`src/rtl/mem_map.sv`:
```
// mem_map: CPU data-port interconnect to NSLAVE memory-mapped slaves.
//   Decodes the CPU address against per-slave base/size regions. Slave loads
//   carry the offset relative to the start of the region. Read data comes back
//   LAT cycles after an accepted access. The CPU is stalled while the target
//   slave is busy, and an access that hits no region sets a sticky error flag.
// Optional feature: define MEM_MAP_WBUF_EN to add a one-entry posted-write
//   buffer. A CPU write to a busy slave can then retire without stalling.
// Ports:
//   clk, reset       system clock, synchronous active-high reset
//   load, address,   CPU write strobe, address and write data
//   in
//   busy             CPU must hold the access and retry (combinational)
//   out              read data, LAT cycles after an accepted access
//   err              sticky unmapped-access flag
//   s_load           one-hot slave write strobes (combinational)
//   s_address, s_in  region offset and write data, shared by all slaves
//   s_out, s_busy    packed slave read data and per-slave busy
module mem_map #(
    parameter int unsigned ADDR_W = 16,
    parameter int unsigned DATA_W = 16,
    parameter int unsigned NSLAVE = 3,
    parameter logic [NSLAVE*ADDR_W-1:0] BASE = {16'h6000, 16'h4000, 16'h0000},
    parameter logic [NSLAVE*8-1:0] SIZE_LOG2 = {8'd0, 8'd13, 8'd14},
    parameter int unsigned LAT = 1
) (
    input  logic                     clk,
    input  logic                     reset,
    input  logic                     load,
    input  logic [ADDR_W-1:0]        address,
    input  logic [DATA_W-1:0]        in,
    output logic                     busy,
    output logic [DATA_W-1:0]        out,
    output logic                     err,
    output logic [NSLAVE-1:0]        s_load,
    output logic [ADDR_W-1:0]        s_address,
    output logic [DATA_W-1:0]        s_in,
    input  logic [NSLAVE*DATA_W-1:0] s_out,
    input  logic [NSLAVE-1:0]        s_busy
);

    localparam int unsigned IDX_W = (NSLAVE > 1) ? $clog2(NSLAVE) : 1;

    // Offset mask of region i: the low SIZE_LOG2[i] address bits.
    function automatic logic [ADDR_W-1:0] region_mask(input int unsigned i);
        logic [ADDR_W-1:0] m;
        logic [7:0]        sz;
        sz = SIZE_LOG2[i*8 +: 8];
        for (int unsigned b = 0; b < ADDR_W; b++) begin
            m[b] = (b < 32'(sz));
        end
        return m;
    endfunction

    logic              hit;
    logic [IDX_W-1:0]  hit_idx;
    logic [ADDR_W-1:0] off;
    logic              push;

    logic [LAT-1:0]            tag_v;
    logic [LAT-1:0][IDX_W-1:0] tag_i;

`ifdef MEM_MAP_WBUF_EN
    logic              buf_full;
    logic [IDX_W-1:0]  buf_slave;
    logic [ADDR_W-1:0] buf_off;
    logic [DATA_W-1:0] buf_data;
    logic              drain;
    logic              capture;
`endif

    // Address decode; scanning downwards lets the lowest index win on overlap.
    always_comb begin
        hit     = 1'b0;
        hit_idx = '0;
        off     = '0;
        for (int i = NSLAVE - 1; i >= 0; i--) begin
            if ((address & ~region_mask(i)) == BASE[i*ADDR_W +: ADDR_W]) begin
                hit     = 1'b1;
                hit_idx = IDX_W'(i);
                off     = address & region_mask(i);
            end
        end
    end

    // Stall, slave strobe and shared slave bus steering.
    always_comb begin
        busy      = 1'b0;
        s_load    = '0;
        s_address = off;
        s_in      = in;
`ifdef MEM_MAP_WBUF_EN
        drain   = buf_full && !s_busy[buf_slave];
        capture = 1'b0;
        if (drain) begin
            // A drain owns the slave bus for this cycle, so the CPU waits.
            busy              = 1'b1;
            s_load[buf_slave] = 1'b1;
            s_address         = buf_off;
            s_in              = buf_data;
        end else if (hit && !load && buf_full && (buf_slave == hit_idx)) begin
            // A read must not overtake a posted write to the same slave.
            busy = 1'b1;
        end else if (hit && s_busy[hit_idx]) begin
            if (load && !buf_full) begin
                capture = 1'b1;
            end else begin
                busy = 1'b1;
            end
        end else if (hit && load) begin
            s_load[hit_idx] = 1'b1;
        end
`else
        if (hit && s_busy[hit_idx]) begin
            busy = 1'b1;
        end else if (hit && load) begin
            s_load[hit_idx] = 1'b1;
        end
`endif
    end

    assign push = !busy && hit;

    // Read data: steer the slave named by the oldest tag stage.
    always_comb begin
        out = '0;
        if (tag_v[LAT-1]) begin
            out = s_out[32'(tag_i[LAT-1])*DATA_W +: DATA_W];
        end
    end

    // Tag pipeline, sticky error flag and posted-write buffer.
    always_ff @(posedge clk) begin
        if (reset) begin
            tag_v <= '0;
            tag_i <= '0;
            err   <= 1'b0;
`ifdef MEM_MAP_WBUF_EN
            buf_full  <= 1'b0;
            buf_slave <= '0;
            buf_off   <= '0;
            buf_data  <= '0;
`endif
        end else begin
            for (int k = LAT - 1; k >= 1; k--) begin
                tag_v[k] <= tag_v[k-1];
                tag_i[k] <= tag_i[k-1];
            end
            tag_v[0] <= push;
            tag_i[0] <= hit_idx;
            if (!busy && !hit) begin
                err <= 1'b1;
            end
`ifdef MEM_MAP_WBUF_EN
            if (drain) begin
                buf_full <= 1'b0;
            end else if (capture) begin
                buf_full  <= 1'b1;
                buf_slave <= hit_idx;
                buf_off   <= off;
                buf_data  <= in;
            end
`endif
        end
    end

endmodule

```
`config.mk`:
```
export PLATFORM = sky130hd
export DESIGN_NAME = mem_map
export DESIGN_NICKNAME = d
export VERILOG_FILES = /design/src/rtl/mem_map.sv
export SDC_FILE = /design/constraint.sdc
export NUM_CORES = 1
export LEC_CHECK = 0
export ABC_AREA = 1
export BUFFER_PORTS_ARGS = -buffer_cell sky130_fd_sc_hd__buf_2
export CAP_MARGIN = 20
export CORE_MARGIN = 5
export CORE_UTILIZATION = 30
export DETAILED_ROUTE_END_ITERATION = 6
export PLACE_DENSITY = 0.88
export SETUP_SLACK_MARGIN = 0.15
export SLEW_MARGIN = 20
export SYNTH_ARGS = -nofsm -noshare
export SYNTH_HDL_FRONTEND = slang
export SYNTH_SLANG_ARGS = --single-unit
```
`constraint.sdc`:
```
create_clock -name clk -period 1.1 [get_ports clk]
set_input_delay 0.165 -clock clk [delete_from_list [all_inputs] [get_ports clk]]
set_output_delay 0.165 -clock clk [all_outputs]
set_load 0.01 [all_outputs]
```
==> impl_metrics.ini <==
[routing]
vias = 1532
dr.pass1.iters = 4
drtIter0Drc = 74
drt-met1-wl_mm = 1.40
drc_errors = 0
route.met2.wl_mm = 2.19
wl_per_cell_um = 12.6
wl_met3_um = 541
top_layer_used = met4
postRouteAntennaNets = 0
vias_per_cell = 4.63
wl_mm = 4.18

[yosys]
yosysSeqAreaShare = 0.0839
yosys.cell_types.count = 20
synthCells = 191
syn_area_um2 = 955
synth.avg_cell_area_um2 = 5.00
ys_ff_latch = 4
synth_warnings = 0

[clock_network]
cts_tree = yes
cts_root_buf = clkbuf_4
cts_buffer_depth = 2
clock_sinks = 4
h-tree-depth = 1
clk_pin_slew_worst_paths_ns = 0.04
insertion_delay_ns = 0.23
cts_made_buffers = 3
ctsHoldBuffers = 0

[sta]
period_share = 1.32
rsz0062_at_grt = true
hold_violations = 0
final_max_slew_viol_count = 0
setup_viol = 33
max_freq_ghz = 0.688
finalCriticalPeriod_ns = 1.45
clock_skew_ns = 0
whs_ns = 0.140
fin_ws_ns = -0.353

[cells_and_area]
multiInputGateArea_um2 = 840
drive_gt1_frac = 0.638
final_cell_mix = buf_2 (88), nor2_1 (38), nand2_1 (30)
syn_to_final_growth_pct = 96.1
layout_commonest_cell = buf_2
fillCellCount = 267
antenna_cells = 0
final_nets = 375
seq_area_um2 = 85.1

[floorplan]
core_mm2 = 0.00305
die_h_um = 66.4
die-area_mm2 = 0.00441
initial_core_util = 0.313
die_x_um = 66.4
io_pins = 139
rows = 20

[grt]
grt_pass1_vias = 1480
antenna_found_initial = 0
grt_pass1_wl_mm = 6.00
overflow = 0
grt_max_degree = 17
groute.usage.overall = 0.171

[run_status]
violations = setup timing
outcome = finished with violations

[min_path]
hp-class = in2reg
min_path_cells = 2
min_from = reset
min_to = tag_i[0]$_SDFF_PP0_

[critical_path]
cp_max_fo = 16
crit_path_start = tag_i[0]$_SDFF_PP0_
reg2reg_from = err$_SDFFE_PP0P_
reg2reg_to = err$_SDFFE_PP0P_
r2r_cells = 2
critical_path.slowest_cell = dfxtp_4
cp_common_cell = buf_12
criticalPathCategory = reg2out
r2r_setup_slack_ns = 0.53
worst-endpoint-required_ns = 0.94
critPathCaptureType = output pin
critPathLaunchType = flop
cp_cell_sequence = buf_12, nor2_4, buf_12, nand2_1, a21oi_2, buf_2
crit_arrival_ns = 1.29
max_stage_delay_ns = 0.35

[power]
finalPower_w = 0.000870
p_leak_nw = 1.00
power_density_mw_per_mm2 = 465
vdd_drop_max_uv = 325

[place]
gp_congestion = 0.853
place_hpwl_mm = 3.25
port_buffers = 104

[job]
drv_cap = 0
[power breakdown]
part | total (W) | switching, W | leakage (nW) | internal (W)
combinational | 0.000540 | 0.000271 | 0.954 | 0.000268
sequential | 0.000153 | 0.00000348 | 0.0341 | 0.000150
clock | 0.000178 | 0.0000558 | 0.0138 | 0.000122
[kinds of logic (layout without fill, tap and decap cells)]
family	after synthesis	count (layout)	share of synthesized area
flops	4	4	0.0839
buf+inv	46	141	0.270
other cells	1	2	0.00393
simple gates	106	106	0.464
compound gates	34	34	0.178
[cell type report]
cell class | count | share of cell area
clock buffers | 3 | 0.0120
inverters | 20 | 0.0468
multi-input cells | 142 | 0.449
flip-flops and latches | 4 | 0.0455
well taps | 44 | 0.0294
repair buffers | 117 | 0.414
repair inverters | 1 | 0.00401
[routing by layer]
metal	global-route usage	vias to the layer above
li1	-	759
met1	0.142	670
met2	0.354	95
met3	0.0663	8
met4	0.0558	0
met5	0	-
[worst max-delay path by stage]
stage               endpoint  slack (ns)  cells past startpoint
finish                out[6]       -0.35                      6
global route         out[14]       -0.42                      6
CTS                   out[6]       -0.36                      6
detailed placement   out[14]       -0.20                      6
global placement        busy       -0.18                      9
floorplan            out[10]       -0.02                      6
[through the flow]
stage	utilization	setup WS (ns)	cells	setup TNS, ns	cell area [µm²]
floorplan	-	-0.0237	192	-0.222	1080
global placement	0.517	-0.180	325	-3.64	1580
detailed placement	0.517	-0.202	325	-4.58	1580
CTS	0.564	-0.362	331	-6.58	1720
global route	0.613	-0.424	331	-9.09	1870
finish	0.613	-0.353	331	-7.03	1870
[state kept, by name, summed over array words and instances, names as in the netlist]
name	flops
tag_v	1
err	1
tag_i	2
[worst max-delay path, delay by kind of cell, from the launching register on]
kind / cells / cell delay, ns
buffers and inverters: 3 / 0.42
flip-flops: 1 / 0.35
AND/OR/NAND/NOR: 2 / 0.16
AO/OA/AOI/OAI: 1 / 0.12
[cells in the mapped netlist (all sizes together)]
cell type / n / share of area
clkbuf: 2 / 0.0079
a21oi: 18 / 0.094
o21ai: 16 / 0.084
nor3b: 1 / 0.0079
nor2: 54 / 0.23
conb: 1 / 0.0039
dfxtp: 4 / 0.084
inv: 20 / 0.079
and2: 1 / 0.0066
nand2: 47 / 0.20
buf: 24 / 0.18
nand3: 2 / 0.010
nor3: 1 / 0.0052
[timing repair]
| item | CTS | global route |
|---|---|---|
| endpoints found under the setup margin | 34 | 36 |
| pin swaps | 13 | 13 |
| cloned | 1 | 0 |
| buffers inserted | 2 | 0 |
| gates resized for setup | 25 | 46 |
(Power assumes the default switching activity.)
